File: src/rtl/seg7_pkg.sv
// ----------------------------------------------------------------------------
// seg7_pkg
// Shared constants and types for the seven-segment write controller.
//   - PS/2 scan codes that have editing meaning (keypad 4/6, backspace, ESC)
//   - printable ASCII window and the blank character used for erasing
//   - display digit count
//   - FSM state and arbitration grant enums
// ----------------------------------------------------------------------------
package seg7_pkg;

  localparam int NUM_DIGITS = 8;

  localparam logic [7:0] KB_KP_4 = 8'h6B;
  localparam logic [7:0] KB_KP_6 = 8'h74;
  localparam logic [7:0] KB_BKSP = 8'h66;
  localparam logic [7:0] KB_ESC  = 8'h76;

  localparam logic [7:0] ASCII_SPACE = 8'h20;
  localparam logic [7:0] ASCII_MIN   = 8'h20;
  localparam logic [7:0] ASCII_MAX   = 8'h7E;

  typedef enum logic [1:0] {
    IDLE  = 2'd0,
    WRITE = 2'd1,
    CLEAR = 2'd2
  } seg7_state_e;

  typedef enum logic {
    KEY  = 1'b0,
    HOST = 1'b1
  } seg7_grant_e;

endpackage

File: src/rtl/sync_rise_det.sv
// ----------------------------------------------------------------------------
// sync_rise_det
// Two-flop synchroniser for an asynchronous level followed by a rising-edge
// detector. The rise pulse is one clk wide and appears in the cycle after the
// second synchroniser flop first captures a 1.
//   clk       in  system clock
//   resetn    in  asynchronous active-low reset, all flops clear to 0
//   async_in  in  asynchronous input level
//   rise      out one-cycle pulse on a synchronised 0->1 transition
// ----------------------------------------------------------------------------
module sync_rise_det (
  input  logic clk,
  input  logic resetn,
  input  logic async_in,
  output logic rise
);

  logic meta;
  logic sync;
  logic sync_d;

  always_ff @(posedge clk or negedge resetn) begin
    if (!resetn) begin
      meta   <= 1'b0;
      sync   <= 1'b0;
      sync_d <= 1'b0;
    end else begin
      meta   <= async_in;
      sync   <= meta;
      sync_d <= sync;
    end
  end

  assign rise = sync & ~sync_d;

endmodule

File: src/rtl/seg7_write_ctrl.sv
// ----------------------------------------------------------------------------
// seg7_write_ctrl
// Sequences every write into the 8-digit seven-segment character buffer and
// arbitrates between the PS/2 keyboard editor and a host requester. Owns the
// edit cursor (keypad navigation, auto-advance, backspace, clear-all).
//
// Ports:
//   clk          in  system clock
//   resetn       in  asynchronous active-low reset
//   key_new      in  new-key strobe from the keyboard (foreign clock domain)
//   key_code     in  PS/2 scan code, stable from key_new rise to next key
//   key_ascii    in  ASCII translation of key_code
//   host_req     in  host write request level
//   host_digit   in  host target digit
//   host_ascii   in  host character
//   host_ack     out one-cycle grant/complete pulse to the host
//   wr_en        out one-cycle display write strobe
//   wr_idx       out digit index of the write
//   wr_ascii     out character of the write
//   cursor       out current edit cursor
//   key_overrun  out one-cycle pulse when a key is dropped
//   fsm_state    out current FSM state (observability)
//
// Build option: define SEG7_CURSOR_WRAP_EN to make every cursor move wrap
// modulo NUM_DIGITS instead of saturating at the ends.
//
// Host handshake: host_req is a level held together with host_digit and
// host_ascii. The request is taken in an IDLE cycle N; in cycle N+1 the write
// strobe and host_ack are high together, which completes the transfer. The
// host must have released host_req by cycle N+2, when arbitration resumes.
// ----------------------------------------------------------------------------
module seg7_write_ctrl #(
  parameter  int NUM_DIGITS = seg7_pkg::NUM_DIGITS,
  parameter  int CUR_RESET  = NUM_DIGITS - 1,
  localparam int CW         = $clog2(NUM_DIGITS)
) (
  input  logic                  clk,
  input  logic                  resetn,
  input  logic                  key_new,
  input  logic [7:0]            key_code,
  input  logic [7:0]            key_ascii,
  input  logic                  host_req,
  input  logic [CW-1:0]         host_digit,
  input  logic [7:0]            host_ascii,
  output logic                  host_ack,
  output logic                  wr_en,
  output logic [CW-1:0]         wr_idx,
  output logic [7:0]            wr_ascii,
  output logic [CW-1:0]         cursor,
  output logic                  key_overrun,
  output seg7_pkg::seg7_state_e fsm_state
);

  import seg7_pkg::*;

  localparam logic [CW-1:0] CUR_MAX  = CW'(NUM_DIGITS - 1);
  localparam logic [CW-1:0] CUR_INIT = CW'(CUR_RESET);

  function automatic logic [CW-1:0] cur_up(input logic [CW-1:0] c);
`ifdef SEG7_CURSOR_WRAP_EN
    return (c == CUR_MAX) ? '0 : c + 1'b1;
`else
    return (c == CUR_MAX) ? c : c + 1'b1;
`endif
  endfunction

  function automatic logic [CW-1:0] cur_down(input logic [CW-1:0] c);
`ifdef SEG7_CURSOR_WRAP_EN
    return (c == '0) ? CUR_MAX : c - 1'b1;
`else
    return (c == '0) ? c : c - 1'b1;
`endif
  endfunction

  logic        key_rise;
  logic        key_pend;
  logic [7:0]  key_code_q;
  logic [7:0]  key_ascii_q;
  seg7_grant_e last_grant;
  logic        grant_key;
  logic        grant_host;
  logic        key_printable;

  sync_rise_det u_key_sync (
    .clk      (clk),
    .resetn   (resetn),
    .async_in (key_new),
    .rise     (key_rise)
  );

  // Round robin: when both sides are waiting, whoever was not served last wins.
  // last_grant resets to HOST so the keyboard wins the first contest.
  assign grant_key  = (fsm_state == IDLE) && key_pend &&
                      (!host_req || (last_grant == HOST));
  assign grant_host = (fsm_state == IDLE) && host_req && !grant_key;

  assign key_printable = (key_ascii_q >= ASCII_MIN) && (key_ascii_q <= ASCII_MAX);

  always_ff @(posedge clk or negedge resetn) begin
    if (!resetn) begin
      fsm_state   <= IDLE;
      wr_en       <= 1'b0;
      wr_idx      <= '0;
      wr_ascii    <= ASCII_SPACE;
      host_ack    <= 1'b0;
      key_overrun <= 1'b0;
      cursor      <= CUR_INIT;
      key_pend    <= 1'b0;
      key_code_q  <= 8'h00;
      key_ascii_q <= 8'h00;
      last_grant  <= HOST;
    end else begin
      wr_en       <= 1'b0;
      host_ack    <= 1'b0;
      key_overrun <= 1'b0;

      // A key edge arriving on the very edge that consumes the pending key is
      // accepted; only an edge that meets a still-held key is dropped.
      if (key_rise) begin
        if (key_pend && !grant_key) begin
          key_overrun <= 1'b1;
        end else begin
          key_pend    <= 1'b1;
          key_code_q  <= key_code;
          key_ascii_q <= key_ascii;
        end
      end else if (grant_key) begin
        key_pend <= 1'b0;
      end

      case (fsm_state)
        IDLE: begin
          if (grant_key) begin
            last_grant <= KEY;
            if (key_code_q == KB_KP_4) begin
              cursor <= cur_up(cursor);
            end else if (key_code_q == KB_KP_6) begin
              cursor <= cur_down(cursor);
            end else if (key_code_q == KB_BKSP) begin
              wr_en     <= 1'b1;
              wr_idx    <= cursor;
              wr_ascii  <= ASCII_SPACE;
              cursor    <= cur_up(cursor);
              fsm_state <= WRITE;
            end else if (key_code_q == KB_ESC) begin
              // First clear write goes out with the grant; CLEAR walks down to 0.
              wr_en     <= 1'b1;
              wr_idx    <= CUR_MAX;
              wr_ascii  <= ASCII_SPACE;
              cursor    <= CUR_INIT;
              fsm_state <= CLEAR;
            end else if (key_printable) begin
              wr_en     <= 1'b1;
              wr_idx    <= cursor;
              wr_ascii  <= key_ascii_q;
              cursor    <= cur_down(cursor);
              fsm_state <= WRITE;
            end
          end else if (grant_host) begin
            last_grant <= HOST;
            wr_en      <= 1'b1;
            wr_idx     <= host_digit;
            wr_ascii   <= host_ascii;
            host_ack   <= 1'b1;
            fsm_state  <= WRITE;
          end
        end
        WRITE: begin
          fsm_state <= IDLE;
        end
        CLEAR: begin
          if (wr_idx == '0) begin
            fsm_state <= IDLE;
          end else begin
            wr_en  <= 1'b1;
            wr_idx <= wr_idx - 1'b1;
          end
        end
        default: begin
          fsm_state <= IDLE;
        end
      endcase
    end
  end

endmodule

File: config.mk
export PLATFORM = sky130hd
export DESIGN_NAME = seg7_write_ctrl
export DESIGN_NICKNAME = d
export VERILOG_FILES = /design/src/rtl/seg7_pkg.sv /design/src/rtl/sync_rise_det.sv /design/src/rtl/seg7_write_ctrl.sv
export SDC_FILE = /design/constraint.sdc
export NUM_CORES = 1
export LEC_CHECK = 0
export CAP_MARGIN = 0
export CORE_ASPECT_RATIO = 0.75
export CORE_MARGIN = 2
export CORE_UTILIZATION = 25
export DETAILED_ROUTE_END_ITERATION = 10
export PLACE_DENSITY = 0.5
export RECOVER_POWER = 25
export SLEW_MARGIN = 0
export SYNTH_ARGS = -nofsm -noshare
export SYNTH_HDL_FRONTEND = slang
export SYNTH_SLANG_ARGS = --single-unit
File: constraint.sdc
create_clock -name clk -period 2.8 [get_ports clk]
set_input_delay 0.56 -clock clk [delete_from_list [all_inputs] [get_ports clk]]
set_output_delay 0.56 -clock clk [all_outputs]
set_load 0.01 [all_outputs]
# Word-level counts from Yosys, hierarchy flattened
# Index checks and enable logic that the tools add are counted.
# classes
muxes	50
n_addsub	3
div	0
n_lt_le_gt_ge	2
mul	0
bitwise_logic	3
n_reduce_logical	23
shifts	0
n_eq_ne	16
# op_table
op	count
two-way mux 8 bit	7
two-way mux 3 bit	15
== test 8 x 7 -> 1 bit, second input constant	4
two-way mux 1 bit	17
two-way mux 2 bit	8
!= test 2 bit, second input constant	5
AND reduction 5 bit	2
!= test 3 bit, second input constant	3
greater-or-equal comparator 8 x 6 -> 1 bit, second input constant	1
<= comparator 8 x 7 -> 1 bit, second input constant	1
logical AND 1 bit	6
logical NOT 3 bit	2
case mux 3 bit (2 select lines)	1
AND reduction 2 bit	3
AND reduction 6 bit	1
nonzero test 2 bit	3
subtractor 3 x 1 -> 3 bit, second input constant	2
!= test 5 x 3 -> 1 bit, second input constant	1
nonzero test 5 bit	1
!= test 4 x 1 -> 1 bit, second input constant	1
case mux 2 bit (2 select lines)	1
adder 3 x 1 -> 3 bit, second input constant	1
== test 3 bit, second input constant	1
AND reduction 3 bit	1
7 further kinds	9
# word_totals
memories	0
out_inout_bits	19
latchBits	0
romBits	0
regBits	40
ramBits	0

# Logic depth before layout (Yosys ltp)
# depth
ltp_word	9
mapped_depth	7
mapped_depth_nobuf	6

# Hierarchy
# From an unflattened synthesis, not the netlist that was laid out.
# unflattened
cells_unflattened	169
hier_area_um2	1901.8
# by_module_without_submodules
module	area_each_um2	cells_per_inst	n_inst
seg7_write_ctrl	1813.0	165	1
sync_rise_det	88.8	4	1

# Worst setup path after synthesis
# OpenSTA, ideal clock, no wires.
# synth_path
path_kind	reg2reg
start	register key_code_q[4]
end	register wr_idx[1]
arrival_ns	1.933
required_ns	2.675
stages_incl_launch_ff	7
path_buffers	0
path_slack_ns	0.742
setup_time_ns	0.125
cell_sequence	dfrtp_1 and4bb_1 a22oi_1 or4_4 a21boi_4 or2_4 mux2_4
# synth_between
elab_chain_cells	7
elab_cells_between_ends	14
cone_classes	eq/ne: 7; mux: 6; reduce/logical: 1
# synth_lines
element	line_no	source
from (decl)	seg7_write_ctrl.sv:77	logic [7:0] key_code_q;
from (signal assigned)	seg7_write_ctrl.sv:124	key_code_q <= key_code;
== test 8 x 7 -> 1 bit	seg7_write_ctrl.sv:145	end else if (key_code_q == KB_ESC) begin
two-way mux 3 bit	seg7_write_ctrl.sv:145	
two-way mux 3 bit	seg7_write_ctrl.sv:139	end else if (key_code_q == KB_BKSP) begin
two-way mux 3 bit	seg7_write_ctrl.sv:137	end else if (key_code_q == KB_KP_6) begin
two-way mux 3 bit	seg7_write_ctrl.sv:135	if (key_code_q == KB_KP_4) begin
two-way mux 3 bit	seg7_write_ctrl.sv:133	if (grant_key) begin
case mux 3 bit (2 select lines)	seg7_write_ctrl.sv:131	case (fsm_state)
to (signal assigned)	seg7_write_ctrl.sv:141	wr_idx <= cursor;
to (signal assigned)	seg7_write_ctrl.sv:154	wr_idx <= cursor;
to (signal assigned)	seg7_write_ctrl.sv:162	wr_idx <= host_digit;
to (decl)	seg7_write_ctrl.sv:47	output logic [CW-1:0] wr_idx,
# Several ways; a longest one is shown, not always the timed one. The select of a mux whose other input is x is not followed.
# A chain may end at the register's enable or synchronous reset.

# Worst setup path after layout
# layout_path
start	register fsm_state[1]
end	register wr_idx[0]
# layout_between
elab_chain_cells	7
elab_cells_between_ends	16
cone_classes	eq/ne: 6; mux: 2; reduce/logical: 8
# layout_lines
element	line_no	source
from (decl)	seg7_write_ctrl.sv:51	output seg7_pkg::seg7_state_e fsm_state
from (signal assigned)	seg7_write_ctrl.sv:101	fsm_state <= IDLE;
from (signal assigned)	seg7_write_ctrl.sv:144	fsm_state <= WRITE;
from (signal assigned)	seg7_write_ctrl.sv:151	fsm_state <= CLEAR;
logical NOT 2 bit	seg7_write_ctrl.sv:93, seg7_write_ctrl.sv:95, seg7_write_ctrl.sv:131	
logical AND 1 bit (2 in series)	seg7_write_ctrl.sv:93	assign grant_key = (fsm_state == IDLE) && key_pend &&
logical NOT 1 bit	seg7_write_ctrl.sv:95	assign grant_host = (fsm_state == IDLE) && host_req && !grant_key;
logical AND 1 bit	seg7_write_ctrl.sv:95	
!= test 3 bit (no line)	--	
AND reduction 6 bit (no line)	--	
# Several ways; a longest one is shown, not always the timed one.

==> run metrics <==
switching part of the total=36.50%; nets@finish=260; Worst Max-Slew Pin Slew=2.180 ns; hpwl dp=3308 um; # diodes=0; reg2reg start=fsm_state[1]$_DFFE_PN0P_; CTS tree=yes; max-slew violations=41; Clk pwr share=14.1%; Syn Nets=204; Pwr per Cell Area=1036 mW/mm2; CTS Root Cell=clkbuf_8; Rows=27; worst skew pair latency=0.29 ns; CP max stage cell=or3b_2; Cells after Synth=168; P_int=1.722 mW; Worst Setup End Kind=flip-flop; Final Wtd Congestion=0.7654; die area=0.008339 mm2; worst min path class=flip-flop to flip-flop; Worst slew margin=-45.31%; sw power=0.9900 mW; cell taking the most area after synthesis=dfrtp_1; io pins=50; Peak VDD IR=0.2842 mV; first drt pass iteration count=4; H-tree depth=2; failing checks=max-capacitance violations, max-slew violations; Final setup viols=0; final cell count without fillers=326; CP peak stage delay=0.49 ns; vias per cell=4.393; final global-route overflow total=0; post_cts resized=0; TNS Setup=0 ns; Clock Path Buffers=2; CP Launch Point=fsm_state[1]$_DFFE_PN0P_; hold buffers post-CTS=0; worst-path fanout max=6; synth unique cells=44; CTS Buf Count=5; WL final=4408 um; Yosys reg bits=40; fin crit period=2.251 ns; worst hold start=u_key_sync.meta$_DFF_PN0_; sequential-to-total area share from yosys stat=52.89%; Initial Utilization=25.86%; fillers=762; overall die height=79.59 um; max_cap viols=1; Hold Fails Final Rpt=0; top-count cell post-synth=dfrtp_1; post-CTS setup buffers=0; post-route ant nets=0; crit path kind=flip-flop to flip-flop; post-synth top area share=45.99%; startpoint types=flip-flop; Post-synth EDFFs=0; global-route wire length before repair=7003 um; Syn. warnings=0; Critical path buffers and inverters=0; Gate power share=45.7%; CP Cell Sequence=or3b_2 -> and2b_1 -> o21ai_0 -> o22a_1 -> and3_1 -> a211o_1; input/output buffers=49; syn avg cell area=11.34 um2; fmax=444.3 MHz; ranking of synthesized cells by area=dfrtp_1, mux2_2, dfstp_2; share of layout cells above drive strength 1=18.22%; top_reg_cell synth=dfrtp_1; vias in the first global route=1,394; clock sink total=40; delay-heaviest family, CP=simple AND/OR/NAND/NOR gates; Flop pwr share=40.1%; CTS clk-pin slew, worst paths=0.08 ns; final period utilization=80.38%; Syn Std Cell Area=0.001904 mm2; core area=0.007365 mm2; Die W=104.8 um; RSZ-0062 raised after global routing=no; Tot GR Track Use=10.96%; routed vias=1,432; # DRC=0; wire per inst=13.52 um; Synth async-reset ratio=100.0%; CP arrival=2.43 ns; synth cell count leaders=dfrtp_1, mux2_2, nor2_1; Area Growth Syn to Fin=37.52%; worst path required time=2.98 ns; Pleak=1.130 nW; status=finished, violations left; antenna violations before repair=0; dpl cells=318; DRT iter0 DRCs=61; largest net degree at the start of global routing=41; Worst Clk Skew=0.005460 ns
-- cell usage in the layout (no fill, tap or decap), drive strengths merged, types with 2 or more instances in the layout --
master and count:
nor4b 2, clkdlybuf4s50 47, dfstp 5, mux2 17, clkbuf 6, nand3 2, dfrtp 35, o21ai 8
a41oi 2, o221ai 2, inv 9, nand2b 7, buf 5, clkinv 3, a21o 2, a21oi 8
nand2 10, ha 5, a21boi 2, a22oi 9, nor2 15, o21bai 2
-- kinds of logic (layout without fill, tap and decap cells) --
group | after synthesis | count (layout) | share of synthesized area (%)
simple gates | 48 | 48 | 14.06
compound gates | 42 | 42 | 15.64
flops | 40 | 40 | 52.89
mux | 18 | 18 | 10.77
buf+inv | 14 | 71 | 2.891
fa+ha+maj | 5 | 5 | 3.285
xor+xnor | 1 | 1 | 0.4600
-- worst paths after layout --
path	endpoint	slack [ns]	cells after the start
min in group asynchronous	key_code_q[3]$_DFFE_PN0P_	0.90	1
worst min register to register	u_key_sync.sync$_DFF_PN0_	0.35	0
max in group asynchronous	wr_ascii[2]$_DFFE_PN0P_	0.66	1
worst max register to register	wr_idx[0]$_DFFE_PN0P_	0.55	6
worst min-delay path	u_key_sync.sync$_DFF_PN0_	0.35	0
worst max-delay path	wr_idx[0]$_DFFE_PN0P_	0.55	6
-- sequential cells by signal (all words and copies together) (netlist names) --
signal	cells
host_ack	1
wr_ascii	8
u_key_sync.sync_d	1
key_code_q	8
key_pend	1
wr_idx	3
cursor	3
u_key_sync.sync	1
key_ascii_q	8
last_grant	1
u_key_sync.meta	1
wr_en	1
fsm_state	2
key_overrun	1
-- through the flow --
step	power, mW	instance area (um2)	utilization, %	hold slack, ns	setup slack [ns]
2_1_floorplan	1.835	1904	-	0.2644	0.7422
3_3_place_gp	2.337	2532	34.39	0.3324	0.3067
3_5_place_dp	2.351	2532	34.39	0.3362	0.2633
4_1_cts	2.752	2620	35.58	0.3556	0.5720
5_1_grt	2.955	2619	35.56	0.3742	0.2178
6_report	2.712	2619	35.56	0.3525	0.5494
-- power by group through the flow --
stage	registers [mW]	logic, mW	clock network, mW
floorplan	1.10	0.731	0
global placement	1.11	1.23	0
detailed placement	1.10	1.25	0
CTS	1.09	1.26	0.404
global route	1.13	1.39	0.435
finish	1.09	1.24	0.384
-- final cells by class --
cell class,instances,area (um2),area share [%]
clock buffers,5,68.82,2.628
clock inverters,3,18.77,0.7167
inverters,9,33.78,1.290
multi-input cells,114,842.1,32.15
flip-flops and latches,40,1007,38.46
well taps,101,126.4,4.826
repair buffers,54,521.8,19.92
-- worst register-to-register path: stages (launching register included) --
cell,delay [ns]
dfrtp_1,0.43
or3b_2,0.49
and2b_1,0.34
o21ai_0,0.23
o22a_1,0.22
and3_1,0.17
a211o_1,0.25
-- metal layers --
| layer | track usage, % | routed length, um | vias to the layer above |
|---|---|---|---|
| met5 | 0 | 0 | - |
| met4 | 3.467 | 38 | 0 |
| met3 | 3.918 | 329 | 7 |
| met2 | 14.35 | 1775 | 41 |
| met1 | 16.39 | 2264 | 664 |
| li1 | - | - | 720 |
Power figures use the tool's default switching activity.
